`src/rtl/gray_pkg.sv`:
```
// Shared Gray-code helpers and direction encoding for the counter and the downstream
// gray_to_binary converter. Helpers operate on a 32-bit word; callers zero-extend and truncate.
package gray_pkg;

  localparam int GRAY_DEFAULT_WIDTH = 4;
  localparam int GRAY_MAX_WIDTH     = 32;

  typedef logic [GRAY_MAX_WIDTH-1:0] gray_word_t;

  typedef enum logic {
    DN = 1'b0,
    UP = 1'b1
  } dir_e;

  function automatic gray_word_t bin2gray(input gray_word_t b);
    return b ^ (b >> 1);
  endfunction

  // Prefix XOR from the MSB down; zero upper bits leave the low bits unaffected.
  function automatic gray_word_t gray2bin(input gray_word_t g);
    gray_word_t b;
    b[GRAY_MAX_WIDTH-1] = g[GRAY_MAX_WIDTH-1];
    for (int i = GRAY_MAX_WIDTH - 2; i >= 0; i--) begin
      b[i] = b[i+1] ^ g[i];
    end
    return b;
  endfunction

endpackage

```
`src/rtl/gray_code_counter_binary_to_gray.sv`:
```
// Combinational binary-to-Gray encoder used on the counter's next-state path.
module binary_to_gray
  import gray_pkg::*;
#(
  parameter int WIDTH = GRAY_DEFAULT_WIDTH
) (
  input  logic [WIDTH-1:0] bin_i,
  output logic [WIDTH-1:0] gray_o
);

  assign gray_o = WIDTH'(bin2gray(gray_word_t'(bin_i)));

endmodule

```
`src/rtl/gray_code_counter.sv`:
```
// Registered up/down Gray-code counter with aligned binary count and wrap pulse.
// Optional step checker (sticky err output) is enabled by defining GRAY_CNT_STEPCHK_EN.
module gray_code_counter
  import gray_pkg::*;
#(
  parameter int WIDTH = GRAY_DEFAULT_WIDTH
) (
  input  logic             clk,
  input  logic             rst,
  input  logic             en,
  input  logic             up_dn,
  input  logic             clr,
  input  logic             load,
  input  logic [WIDTH-1:0] load_val,
  output logic [WIDTH-1:0] gray,
  output logic [WIDTH-1:0] bin,
  output logic             wrap
`ifdef GRAY_CNT_STEPCHK_EN
  ,
  output logic             err
`endif
);

  if (WIDTH < 2) begin : g_width_check
    $error("gray_code_counter: WIDTH must be at least 2");
  end

  localparam logic [WIDTH-1:0] CNT_MAX = {WIDTH{1'b1}};

  logic [WIDTH-1:0] bin_q, bin_d;
  logic [WIDTH-1:0] gray_q, gray_d;
  logic             wrap_q, wrap_d;
  logic             step;

  // Priority clr > load > en > hold; wrap only ever comes from a counting step.
  always_comb begin
    bin_d  = bin_q;
    wrap_d = 1'b0;
    step   = 1'b0;
    if (clr) begin
      bin_d = '0;
    end else if (load) begin
      bin_d = load_val;
    end else if (en) begin
      step = 1'b1;
      if (dir_e'(up_dn) == UP) begin
        bin_d  = bin_q + 1'b1;
        wrap_d = (bin_q == CNT_MAX);
      end else begin
        bin_d  = bin_q - 1'b1;
        wrap_d = (bin_q == '0);
      end
    end
  end

  // Encode the next state so gray is a plain flop output and cannot glitch.
  binary_to_gray #(
    .WIDTH (WIDTH)
  ) u_binary_to_gray (
    .bin_i  (bin_d),
    .gray_o (gray_d)
  );

  always_ff @(posedge clk or posedge rst) begin
    if (rst) begin
      bin_q  <= '0;
      gray_q <= '0;
      wrap_q <= 1'b0;
    end else begin
      bin_q  <= bin_d;
      gray_q <= gray_d;
      wrap_q <= wrap_d;
    end
  end

  assign bin  = bin_q;
  assign gray = gray_q;
  assign wrap = wrap_q;

`ifdef GRAY_CNT_STEPCHK_EN
  logic err_q, err_d;

  // Any counting step must move exactly one Gray bit; load and clr are not checked.
  always_comb begin
    err_d = err_q;
    if (clr) begin
      err_d = 1'b0;
    end else if (step && ($countones(gray_d ^ gray_q) != 1)) begin
      err_d = 1'b1;
    end
  end

  always_ff @(posedge clk or posedge rst) begin
    if (rst) begin
      err_q <= 1'b0;
    end else begin
      err_q <= err_d;
    end
  end

  assign err = err_q;
`endif

endmodule

```
`config.mk`:
```
export PLATFORM = sky130hd
export DESIGN_NAME = gray_code_counter
export DESIGN_NICKNAME = d
export VERILOG_FILES = /design/src/rtl/gray_pkg.sv /design/src/rtl/gray_code_counter_binary_to_gray.sv /design/src/rtl/gray_code_counter.sv
export SDC_FILE = /design/constraint.sdc
export NUM_CORES = 1
export LEC_CHECK = 0
export BUFFER_PORTS_ARGS = -buffer_cell sky130_fd_sc_hd__buf_4
export CORE_AREA = 5 5 42 44
export CTS_BUF_LIST = sky130_fd_sc_hd__clkbuf_16
export CTS_CLUSTER_DIAMETER = 30
export DETAILED_ROUTE_END_ITERATION = 16
export DIE_AREA = 0 0 47 49
export PLACE_DENSITY_LB_ADDON = 0.3
export SETUP_SLACK_MARGIN = 0.5
export SYNTH_ARGS = -nofsm -noshare
export SYNTH_HDL_FRONTEND = slang
export SYNTH_SLANG_ARGS = --single-unit
```
`constraint.sdc`:
```
create_clock -name clk -period 2.1 [get_ports clk]
set_input_delay 0.105 -clock clk [delete_from_list [all_inputs] [get_ports clk]]
set_output_delay 0.105 -clock clk [all_outputs]
set_load 0.01 [all_outputs]
```
== Yosys cells after proc, flatten, opt, wreduce, memory -nomap -nowiden ==
Index checks and enable logic that the tools add are counted.
Word-level totals
  ROM bits: 0
  word-level logic and storage cells: 16
  memories kept: 0
  bits in writable memories: 0
  bits in latches: 0
  flip-flop bits (word level): 9
Cells by class
  div/mod/pow operators: 0
  reductions and logical operators: 1
  order comparisons: 0
  equality and inequality tests: 1
  add/sub/neg operators: 2
  shift operators: 0
  bitwise logic cells: 1
  multiply operators: 0
  muxes and demuxes: 8
Operator list (count)
  $mux W4: 4
  $add A4 B1 Y4 const B: 1
  $eq A4 B4 Y1 const B: 1
  $logic_not A4 Y1: 1
  $mux W1: 4
  $sub A4 B1 Y4 const B: 1
  $xor A4 B3 Y4: 1

== Logic depth before layout (Yosys ltp) ==
Gate-level depths: netlist of run 1.
  depth after elaboration: 6
  depth in mapped cells: 6
  depth with buffers taken out: 6

== Modules after synthesis ==
From an unflattened synthesis of run 1, not the netlist that was laid out.
Unflattened totals
  cells, all modules: 49
  area total of the unflattened synthesis: 503.0 sq um
By module, submodules not included
  gray_code_counter: sequential area each 225.2 sq um, cells each 45, area each 469.2 sq um, instances 1
  binary_to_gray: sequential area each 0.0 sq um, cells each 4, area each 33.8 sq um, instances 1

== Worst setup path after synthesis of run 1 ==
Ideal clock, no wire load.
  path type: reg2reg
  from: register bin_q[0] (netlist: bin[0])
  to: register gray_q[2] (netlist: gray[2])
  slack: 0.254 ns
  period minus slack after synthesis: 1.846 ns
  arrival time: 1.721 ns
  library setup time: 0.125 ns
  stages on the path, launching flop included: 7
  path through: dfrtp_1 -> inv_1 -> fa_1 -> xnor2_1 -> a211oi_1 -> nor3_1 -> mux2_4
On the way
  word-level cells in the longest chain between the ends: 6
  elaborated cells between the ends (all ways): 7
  classes of those cells: 2 x add/sub; 4 x mux; 1 x bitwise
Ends and longest elaborated chain
  start, declared: line gray_code_counter.sv:30  | logic [WIDTH-1:0] bin_q, bin_d;
  start signal, assigned: line gray_code_counter.sv:70  | bin_q <= bin_d;
  $sub A4 B1 Y4 / $add A4 B1 Y4 (equally long branches): line gray_code_counter.sv:50, gray_code_counter.sv:47
  $mux W4 *: line gray_code_counter.sv:46  | if (dir_e'(up_dn) == UP) begin
  $mux W4 *: line gray_code_counter.sv:44  | end else if (en) begin
  $mux W4 *: line gray_code_counter.sv:42  | end else if (load) begin
  $mux W4 *: line gray_code_counter.sv:40  | if (clr) begin
  via bin_d[2]: line gray_code_counter.sv:30
  $xor A4 B3 Y4 *: line gray_pkg.sv:16  | return b ^ (b >> 1);
  via gray_d[2]: line gray_code_counter.sv:31  | logic [WIDTH-1:0] gray_q, gray_d;
  end signal, assigned: line gray_code_counter.sv:71  | gray_q <= gray_d;
  end, declared: line gray_code_counter.sv:31
The timed path passes the listed nets; every way through them passes the cells marked *.

== Worst setup path in the final report of run 1 ==
  from: register bin_q[3] (netlist: bin[3])
  to: register gray_q[2] (netlist: gray[2])
On the way
  word-level cells in the longest chain between the ends: 6
  elaborated cells between the ends (all ways): 7
  classes of those cells: 2 x add/sub; 4 x mux; 1 x bitwise
Ends and longest elaborated chain (line)
  $sub A4 B1 Y4 / $add A4 B1 Y4 (equally long branches): gray_code_counter.sv:50, gray_code_counter.sv:47
  $mux W4: gray_code_counter.sv:46
  $mux W4 *: gray_code_counter.sv:44
  $mux W4 *: gray_code_counter.sv:42
  $mux W4 *: gray_code_counter.sv:40
  $xor A4 B3 Y4 *: gray_pkg.sv:16
  via gray_d[2]: gray_code_counter.sv:31
Marks and branches as above.

==> results of run 1 <==
## stage by stage
stage	power (W)	hold slack (ns)
floorplan	0.000268	-0.0795
global placement	0.000324	0.0700
detailed placement	0.000328	0.0881
CTS	0.000681	0.0672
global route	0.000717	0.0886
finish	0.000692	0.0651
## worst reg2reg max path, stage by stage, from the launching register on
cell	delay, ns
dfrtp_2	0.39
or4b_1	0.46
a221o_1	0.34
nand3_2	0.10
mux2_4	0.29
## sequential cells by signal (all words and copies together), names as in the netlist
name and flops:
wrap 1, gray 3, bin 4
## cell usage in the layout (no fill, tap or decap), types with 2 or more instances in the layout
cell type,count
nor2_1,2
nand3_1,2
mux2i_1,2
xnor2_1,2
ha_4,2
buf_4,24
dfrtp_1,5
dfrtp_2,3
inv_2,2
inv_1,6
clkbuf_16,3
## how the worst max path moves through the flow
stage	from	to	depth (start not counted)
4_1_cts	bin[1]	gray[2]	5
3_5_place_dp	bin[1]	gray[2]	5
3_3_place_gp	bin[3]	gray[2]	4
5_1_grt	bin[3]	gray[2]	4
2_1_floorplan	bin[3]	gray[2]	4
6_report	bin[3]	gray[2]	4
## final cells by class
class | instances | area (sq um)
clock inverters | 1 | 3.75
well taps | 16 | 20.0
clock buffers | 3 | 75.1
inverters | 7 | 26.3
flip-flops and latches | 8 | 204
repair buffers | 25 | 190
multi-input cells | 36 | 344
fillers | 122 | 538
## power breakdown
part / leakage [nW] / total, W / internal [W] / switching, W
sequential: 0.0990 / 0.000183 / 0.000172 / 0.0000105
clock: 0.0423 / 0.000335 / 0.000249 / 0.0000859
combinational: 0.280 / 0.000174 / 0.0000937 / 0.0000807
## metal layers
metal  vias up  global-route usage (%)  share of wire, %
met5         -                       0                 0
met4         0                    9.68               2.6
met3         4                    2.58               5.9
met2        21                    23.8                54
met1       252                    18.9                38
li1        242                       -                 -
## timing repair
action	in CTS	in global routing
hold buffers	1	0
setup buffers	5	1
pin swaps	4	3
setup endpoints to repair	3	4
endpoints found under the hold margin	8	0
gates resized for setup	3	4
## kinds of logic (layout without fill, tap and decap cells)
logic type | after synthesis | after routing | synth area share (%)
AND/OR/NAND/NOR | 16 | 16 | 20.0
AO/OA/AOI/OAI | 10 | 10 | 14.2
buffers and inverters | 9 | 36 | 7.21
flip-flops | 8 | 8 | 37.2
XOR/XNOR | 4 | 4 | 6.51
adder cells (fa/ha/maj) | 3 | 3 | 8.37
multiplexers | 3 | 3 | 6.51
==> results_dict.tcl, run 1 <==
set metrics [dict create \
    worst_reg2reg_endpoint "gray[2]" \
    placed_cells_incl_taps 85 \
    floorplan.die.height_microns 49 \
    outcome "finished, final reports clean" \
    clock_latency_on_the_worst_skew_pair_ns 0.24 \
    min_delay_path_depth 2 \
    endpoint_kind "register" \
    global_route_wire_length_before_repair_microns 2500 \
    num_vias 519 \
    timing.final.hold_violations 0 \
    rr_worst_depth 4 \
    mappedNetlistArea_sq_um 538 \
    maxSlewHeadroom_pct 76.2 \
    arrival_ns 1.81 \
    criticalPathCategory "register to register" \
    hp-start "clr" \
    rrSetupSlack_ns 0.40 \
    area.growth.synth_to_final_pct 60.5 \
    netlist_top_cells_area "dfrtp_1 (37%), inv_1 (4.9%), xnor2_1 (4.9%)" \
    critical_path_buf_inv_count 0 \
    ir_worst_vdd_uv 389 \
    rsz0062_at_grt "yes" \
    minimum_setup_slack_in_the_final_design_ns 0.403 \
    clk_pin_slew_ns 0.04 \
    cts_max_path_buffers 2 \
    finalSetupViolations 0 \
    slew_viol_final 0 \
    worst_case_clock_skew_ns 0.00638 \
    place.detailed.hpwl_microns 998 \
    cell_variety_after_synth 34 \
    synth_async_sr_flop_share_pct 100 \
    floorplan.die.width_microns 47 \
    synth_nets 66 \
    static-leakage-power_nw 0.422 \
    netlist_instances 53 \
    cpLargestDelayFamily "simple AND/OR/NAND/NOR gates" \
    grt_usage_pct 15.4 \
    drive_above_1_share_pct 52.5 \
    routed_wl_microns 1530 \
    grt_antenna_before_repair 0 \
    route.antenna.remaining_nets 0 \
    critical_path.cell_chain "or4b_1 -> a221o_1 -> nand3_2 -> mux2_4" \
    placement.io_buffers 18 \
    fp.coreArea_sq_um 1400 \
    cts_tree "yes" \
    dr.first_iter.drc_count 11 \
    worst-slew-pin-transition_ns 0.348 \
    startpoint_type "register" \
    initial_utilization_pct 38.4 \
    io_pins 19 \
    place_ws_ns 0.340 \
    layout.cells.non_filler 96 \
    numCtsBuffers 3 \
    drt_drc_violations_left 0 \
    cts_max_level 1 \
    rows 14 \
    viasPerCell 5.41 \
    finish.net_count 94 \
    worstReg2RegStart "bin[3]" \
    synth.ff_latch_count 8 \
    numClockSinks 8 \
    maximum_number_of_pins_on_one_net_before_global_route_repair 13 \
    post-synth-top-area-fraction_pct 37.2 \
    cp.required_ns 2.21 \
    layout.core_utilization_pct 61.6 \
    fin_area_sq_um 863 \
    final_min_period_over_clock_period_pct 80.8 \
    synth_top_cells_by_count "dfrtp_1 (8), inv_1 (7), xnor2_1 (3)" \
    diodes 0 \
    achievable-frequency_mhz 589 \
    wire_per_inst_microns 16.0 \
    number_of_detailed_routing_iterations_run_before_antenna_repair 4 \
    power.density_nw_per_um2 802 \
    synth_edf_count 0 \
    netlist.top_cell.by_area "dfrtp_1" \
    min_to "bin[3]" \
    final.setup.tns_ns 0 \
    synth_seq_area_share_pct 37.2 \
    critical_path.max_fanout 2 \
    drv.max_cap_violation_count 0 \
    die_area_sq_um 2300 \
    commonest_register_cell_after_synthesis "dfrtp_1" \
    max_stage_delay_ns 0.46 \
    finalWeightedCongestion 0.755 \
    synthesis.area_per_instance_sq_um 10.2 \
    finalWorstPathRequiredPeriod_ns 1.70 \
    overflow 0 \
    grt_pass1_vias 500 \
    cts-root-buf "clkbuf_16" \
    post-synth-top-count-cell "dfrtp_1" \
    worst_path_max_delay_cell "or4b_1" \
    timing.hold.worst.class "input pin to register" \
    dpl_cell_area_sq_um 693 \
    synthesis.yosys.warnings 0 \
]
(Power assumes the default switching activity.)
==> run 2, diff against run 1 <==
--- a/config.mk
+++ b/config.mk
@@ -5,6 +5,7 @@
 export SDC_FILE = /design/constraint.sdc
 export NUM_CORES = 1
 export LEC_CHECK = 0
+export ABC_AREA = 1
 export BUFFER_PORTS_ARGS = -buffer_cell sky130_fd_sc_hd__buf_4
 export CORE_AREA = 5 5 42 44
 export CTS_BUF_LIST = sky130_fd_sc_hd__clkbuf_16
==> constraint.sdc (replaced) <==
create_clock -name clk -period 1.6 [get_ports clk]
set_input_delay 0.08 -clock clk [delete_from_list [all_inputs] [get_ports clk]]
set_output_delay 0.08 -clock clk [all_outputs]
set_load 0.01 [all_outputs]
==> results_dict.tcl, run 2 <==
set metrics [dict create \
    outcome "finished, final reports clean" \
    commonest_register_cell_after_synthesis "dfrtp_1" \
    achievable-frequency_mhz 679 \
    finalWorstPathRequiredPeriod_ns 1.47 \
    grt_antenna_before_repair 0 \
    flip_flop_count_of_the_largest_register_all_copies_and_words_added 4 \
    worst-slew-pin-transition_ns 0.293 \
    worst_path_max_delay_cell "fa_2" \
    synth_top_cells_by_count "nand2_1 (15), inv_1 (12), dfrtp_1 (8)" \
    cpLargestDelayFamily "adder cells" \
    worst_case_clock_skew_ns 0.00532 \
    viasPerCell 4.67 \
    criticalPathCategory "register to register" \
    static-leakage-power_nw 0.454 \
    overflow 0 \
    critical_path.cell_chain "inv_2 -> fa_2 -> o211ai_2 -> nand3_2 -> xor2_1" \
    initial_utilization_pct 37.1 \
    finalSetupViolations 0 \
    rrSetupSlack_ns 0.13 \
    startpoint_type "register" \
    power.density_nw_per_um2 1060 \
    routed_wl_microns 1250 \
    synthesis.yosys.warnings 0 \
    layout.cells.non_filler 108 \
    power.switching_fraction_pct 25.0 \
    timing.hold.worst.class "input pin to register" \
    rsz0062_at_grt "yes" \
    combinationalPowerShare_pct 23.9 \
    post-synth-top-count-cell "nand2_1" \
    area.growth.synth_to_final_pct 58.9 \
    diodes 0 \
    dr.first_iter.drc_count 7 \
    final_min_period_over_clock_period_pct 92.1 \
    rr_worst_depth 5 \
    arrival_ns 1.58 \
    number_of_logic_stages_on_the_critical_path_including_buffering 5 \
    die_area_sq_um 2300 \
    clk_pin_slew_ns 0.04 \
    final.setup.tns_ns 0 \
    clockPowerShare_pct 48.8 \
    cts-root-buf "clkbuf_16" \
    netlist_instances 66 \
    timing.final.hold_violations 0 \
    slew_viol_final 0 \
    synth_seq_area_share_pct 38.5 \
    total_switching_power_w 0.000219 \
    numClockSinks 8 \
    mappedNetlistArea_sq_um 520 \
    crit_end "gray[0]" \
    rows 14 \
    synth_nets 79 \
    num-fill-cells 125 \
    hp-start "load" \
    drv.max_cap_violation_count 0 \
    critical_path.max_fanout 4 \
    netlist.top_cell.by_area "dfrtp_1" \
    p_int_w 0.000657 \
    post-synth-top-area-fraction_pct 38.5 \
    num_vias 504 \
    drt_drc_violations_left 0 \
    floorplan.die.height_microns 49 \
    number_of_detailed_routing_iterations_run_before_antenna_repair 4 \
    drive_above_1_share_pct 43.5 \
    endpoint_kind "register" \
    floorplan.die.width_microns 47 \
    clock_latency_on_the_worst_skew_pair_ns 0.24 \
    final_common_cell "buf_4" \
    synth_edf_count 0 \
    grt_usage_pct 13.0 \
    finish.net_count 106 \
    place.detailed.hpwl_microns 962 \
    synth_async_sr_flop_share_pct 100 \
    placed_cells_incl_taps 101 \
    cts_max_level 1 \
    global_route_wire_length_before_repair_microns 2080 \
    maxSlewHeadroom_pct 80.4 \
    cell_variety_after_synth 19 \
    io_pins 19 \
    synthesis.area_per_instance_sq_um 7.89 \
    seq_power_share_pct 27.2 \
    wire_per_inst_microns 11.6 \
    fp.coreArea_sq_um 1400 \
    cts_tree "yes" \
    maximum_number_of_pins_on_one_net_before_global_route_repair 9 \
    ir_worst_vdd_uv 731 \
    numCtsBuffers 3 \
    finalWeightedCongestion 0.746 \
    setup.worst_path.start "bin[1]" \
    worstReg2RegStart "bin[1]" \
    placement.io_buffers 18 \
    critical_path_buf_inv_count 1 \
    cp.required_ns 1.71 \
    grt_pass1_vias 502 \
    synth.ff_latch_count 8 \
    worst_reg2reg_endpoint "gray[0]" \
    cts_max_path_buffers 2 \
    max_stage_delay_ns 0.43 \
    mostFrequentLayoutCells "buf_4 (21), nand2_1 (15), inv_1 (10)" \
    route.antenna.remaining_nets 0 \
    netlist_top_cells_area "dfrtp_1 (38%), nand2_1 (11%), inv_1 (8.7%)" \
]
## run 2: cell type report
type / count / area (sq um) / area share, %
multi-input combinational: 43 / 294 / 35.6
sequential: 8 / 203 / 24.5
timing repair buffer: 23 / 179 / 21.6
clock buffer: 3 / 75.1 / 9.08
inverter: 14 / 52.6 / 6.35
tap: 16 / 20.0 / 2.42
clock inverter: 1 / 3.75 / 0.454
## run 2: tightest hold or removal path: stages
cell	delay [ns]
buf_4	0.11
o21ai_2	0.08
inv_1	0.05
## run 2: logic make-up (layout without fill, tap and decap cells)
kind of cell	Yosys count	count (layout)	synth area share [%]
adders and majority gates	3	3	8.65
xor gates and xnor gates	4	4	6.73
DFF	8	8	38.5
and+or+nand+nor	30	30	27.4
AOI/OAI and AO/OA	6	6	7.21
buffers and inverters	15	41	11.5
## run 2: how the worst min path moves through the flow
stage / endpoint / slack [ns] / cells after the start
global route: bin[0] / 0.13 / 3
finish: bin[0] / 0.11 / 3
global placement: wrap / 0.04 / 2
detailed placement: wrap / 0.04 / 2
CTS: bin[0] / 0.11 / 3
floorplan: bin[2] / -0.10 / 1
## run 2: power groups by stage
stage | combinational, W | sequential (W) | clock [W]
2_1_floorplan | 0.0000925 | 0.000253 | 0
3_3_place_gp | 0.000184 | 0.000240 | 0
3_5_place_dp | 0.000185 | 0.000241 | 0
4_1_cts | 0.000197 | 0.000239 | 0.000438
5_1_grt | 0.000234 | 0.000242 | 0.000447
6_report | 0.000210 | 0.000239 | 0.000428
## run 2: routing by layer
metal	share of wire (%)	track usage [%]
met1	39	14.4
met5	0	0
met4	3.5	9.68
met2	51	19.9
met3	6.6	4.06
## run 2: per-stage QoR
stage	total power (W)	worst slack, ns	utilization (%)	cell area, sq um	hold slack [ns]
floorplan	0.000346	0.140	-	526	-0.104
global placement	0.000424	0.131	49.1	688	0.0390
detailed placement	0.000426	0.111	49.1	688	0.0419
CTS	0.000873	0.120	57.1	801	0.114
global route	0.000923	0.0340	59.0	827	0.131
finish	0.000876	0.127	59.0	827	0.111
## run 2: timing repair
item	in CTS	in global routing
endpoints found under the hold margin	8	0
hold buffers	1	0
pin swaps	2	2
buffers inserted	1	1
gates resized for setup	2	3
setup endpoints to repair	7	7
==> run 3, diff against run 2 <==
--- a/config.mk
+++ b/config.mk
@@ -7,11 +7,13 @@
 export LEC_CHECK = 0
 export ABC_AREA = 1
 export BUFFER_PORTS_ARGS = -buffer_cell sky130_fd_sc_hd__buf_4
-export CORE_AREA = 5 5 42 44
+export CELL_PAD_IN_SITES_DETAIL_PLACEMENT = 1
+export CELL_PAD_IN_SITES_GLOBAL_PLACEMENT = 2
+export CORE_AREA = 5 5 52 54
 export CTS_BUF_LIST = sky130_fd_sc_hd__clkbuf_16
 export CTS_CLUSTER_DIAMETER = 30
 export DETAILED_ROUTE_END_ITERATION = 16
-export DIE_AREA = 0 0 47 49
+export DIE_AREA = 0 0 57 59
 export PLACE_DENSITY_LB_ADDON = 0.3
 export SETUP_SLACK_MARGIN = 0.5
 export SYNTH_ARGS = -nofsm -noshare
==> results_dict.tcl, run 3 (synthesized netlist as in run 2, its figures left out) <==
set metrics [dict create \
    arrival_ns 1.59 \
    grt_antenna_before_repair 0 \
    final.setup.tns_ns 0 \
    maxSlewHeadroom_pct 79.8 \
    drv.max_cap_violation_count 0 \
    total_switching_power_w 0.000221 \
    route.antenna.remaining_nets 0 \
    cts_max_path_buffers 2 \
    static-leakage-power_nw 0.451 \
    cts-root-buf "clkbuf_16" \
    global_route_wire_length_before_repair_microns 2560 \
    io_pins 19 \
    num_vias 514 \
    globalRouteMet2Util_pct 16.8 \
    rsz0062_at_grt "yes" \
    power.density_nw_per_um2 1030 \
    placed_cells_incl_taps 113 \
    finalSetupViolations 0 \
    slew_viol_final 0 \
    timing.hold.worst.class "input pin to register" \
    worst-slew-pin-transition_ns 0.303 \
    finish.net_count 106 \
    final_common_cell "buf_4" \
    dr.first_iter.drc_count 2 \
    top_usage_layer "met2" \
    grt_usage_pct 10.1 \
    cp.required_ns 1.71 \
    cts_max_level 1 \
    overflow 0 \
    power.switching_fraction_pct 25.3 \
    drive_above_1_share_pct 48.4 \
    min_to "bin[0]" \
    finalWorstPathRequiredPeriod_ns 1.48 \
    flip_flop_count_of_the_largest_register_all_copies_and_words_added 4 \
    clk_pin_slew_ns 0.04 \
    drt_drc_violations_left 0 \
    maximum_number_of_pins_on_one_net_before_global_route_repair 9 \
    cts_tree "yes" \
    wire_per_inst_microns 12.8 \
    clock_latency_on_the_worst_skew_pair_ns 0.23 \
    diodes 0 \
    worst_case_clock_skew_ns 0.00249 \
    fp.coreArea_sq_um 2170 \
    routed_wl_microns 1520 \
    endpoint_kind "register" \
    layout.cells.non_filler 119 \
    outcome "finished, final reports clean" \
    seq_power_share_pct 27.4 \
    finalWeightedCongestion 0.750 \
    min_delay_path_depth 3 \
    grt_pass1_vias 564 \
    die_area_sq_um 3360 \
    rows 17 \
    final_min_period_over_clock_period_pct 92.6 \
    p_int_w 0.000656 \
    initial_utilization_pct 24.0 \
    clockPowerShare_pct 47.4 \
    worstReg2RegStart "bin[1]" \
    place.detailed.hpwl_microns 1200 \
    startpoint_type "register" \
    num-fill-cells 275 \
    numClockSinks 8 \
    timing.final.hold_violations 0 \
    achievable-frequency_mhz 675 \
    ir_worst_vdd_uv 879 \
    use_met1_pct 11.5 \
    critical_path.max_fanout 3 \
    numCtsBuffers 3 \
    viasPerCell 4.32 \
    area.growth.synth_to_final_pct 63.7 \
    criticalPathCategory "register to register" \
    globalRouteMet3Util_pct 5.45 \
    hp-start "load" \
    worst_reg2reg_endpoint "gray[0]" \
    rr_worst_depth 5 \
    rrSetupSlack_ns 0.12 \
    floorplan.die.width_microns 57 \
    floorplan.die.height_microns 59 \
    number_of_detailed_routing_iterations_run_before_antenna_repair 2 \
    placement.io_buffers 18 \
    combinationalPowerShare_pct 25.1 \
    mostFrequentLayoutCells "buf_4 (22), nand2_1 (12), inv_1 (9)" \
]
run 3: cell count changes in the layout (fill, tap and decap cells not counted), sizes merged:
cell / delta
inv: -1
run 3: stage by stage:
step | power [W] | hold slack [ns] | utilization, % | worst slack, ns | instance area, sq um
after floorplan | 0.000346 | -0.104 | - | 0.140 | 526
after global placement | 0.000431 | 0.0455 | 32.4 | 0.102 | 703
after detailed placement | 0.000435 | 0.0476 | 32.4 | 0.0719 | 703
after CTS | 0.000882 | 0.123 | 38.6 | 0.105 | 837
after global routing | 0.000925 | 0.135 | 39.3 | 0.0479 | 852
final | 0.000877 | 0.122 | 39.3 | 0.118 | 852
run 3: worst max-delay path by stage:
stage,from,end,slack [ns]
after CTS,bin[0],gray[1],0.10
after global routing,bin[0],gray[1],0.05
after floorplan,bin[0],gray[0],0.14
after detailed placement,bin[1],gray[1],0.07
final,bin[1],gray[0],0.12
after global placement,bin[2],gray[2],0.10
run 3: power groups by stage:
stage                     clock network [W]  logic (W)  registers, W
final                              0.000416   0.000220      0.000241
after global routing               0.000436   0.000246      0.000243
after CTS                          0.000422   0.000219      0.000241
after detailed placement                  0   0.000192      0.000244
after global placement                    0   0.000190      0.000242
after floorplan                           0  0.0000925      0.000253
run 3: layer usage:
layer	vias up	routed length, microns	part of all wire (%)
met2	17	779	51
met5	-	0	0
met1	242	617	41
met3	0	126	8.3
li1	255	-	-
met4	0	0	0
run 3: layout make-up:
cell class	count	area [sq um]	share of cell area, %
repair buffers	23	175	20.6
clock buffers	3	75.1	8.81
well taps	28	35.0	4.11
flip-flops and latches	8	203	23.8
multi-input cells	43	312	36.6
inverters	14	52.6	6.17
run 3: timing repair:
action,in CTS,in global routing
endpoints found under the setup margin,7,6
setup buffers,2,0
hold buffers,1,0
resized for setup,6,3
hold endpoints to repair,8,0
cloned,0,0
pin swaps,1,0
run 3: critical path: stages (launching register included):
cell,delay [ns]
dfrtp_2,0.42
inv_2,0.07
fa_2,0.44
o211ai_2,0.16
nand3_2,0.12
xor2_1,0.16
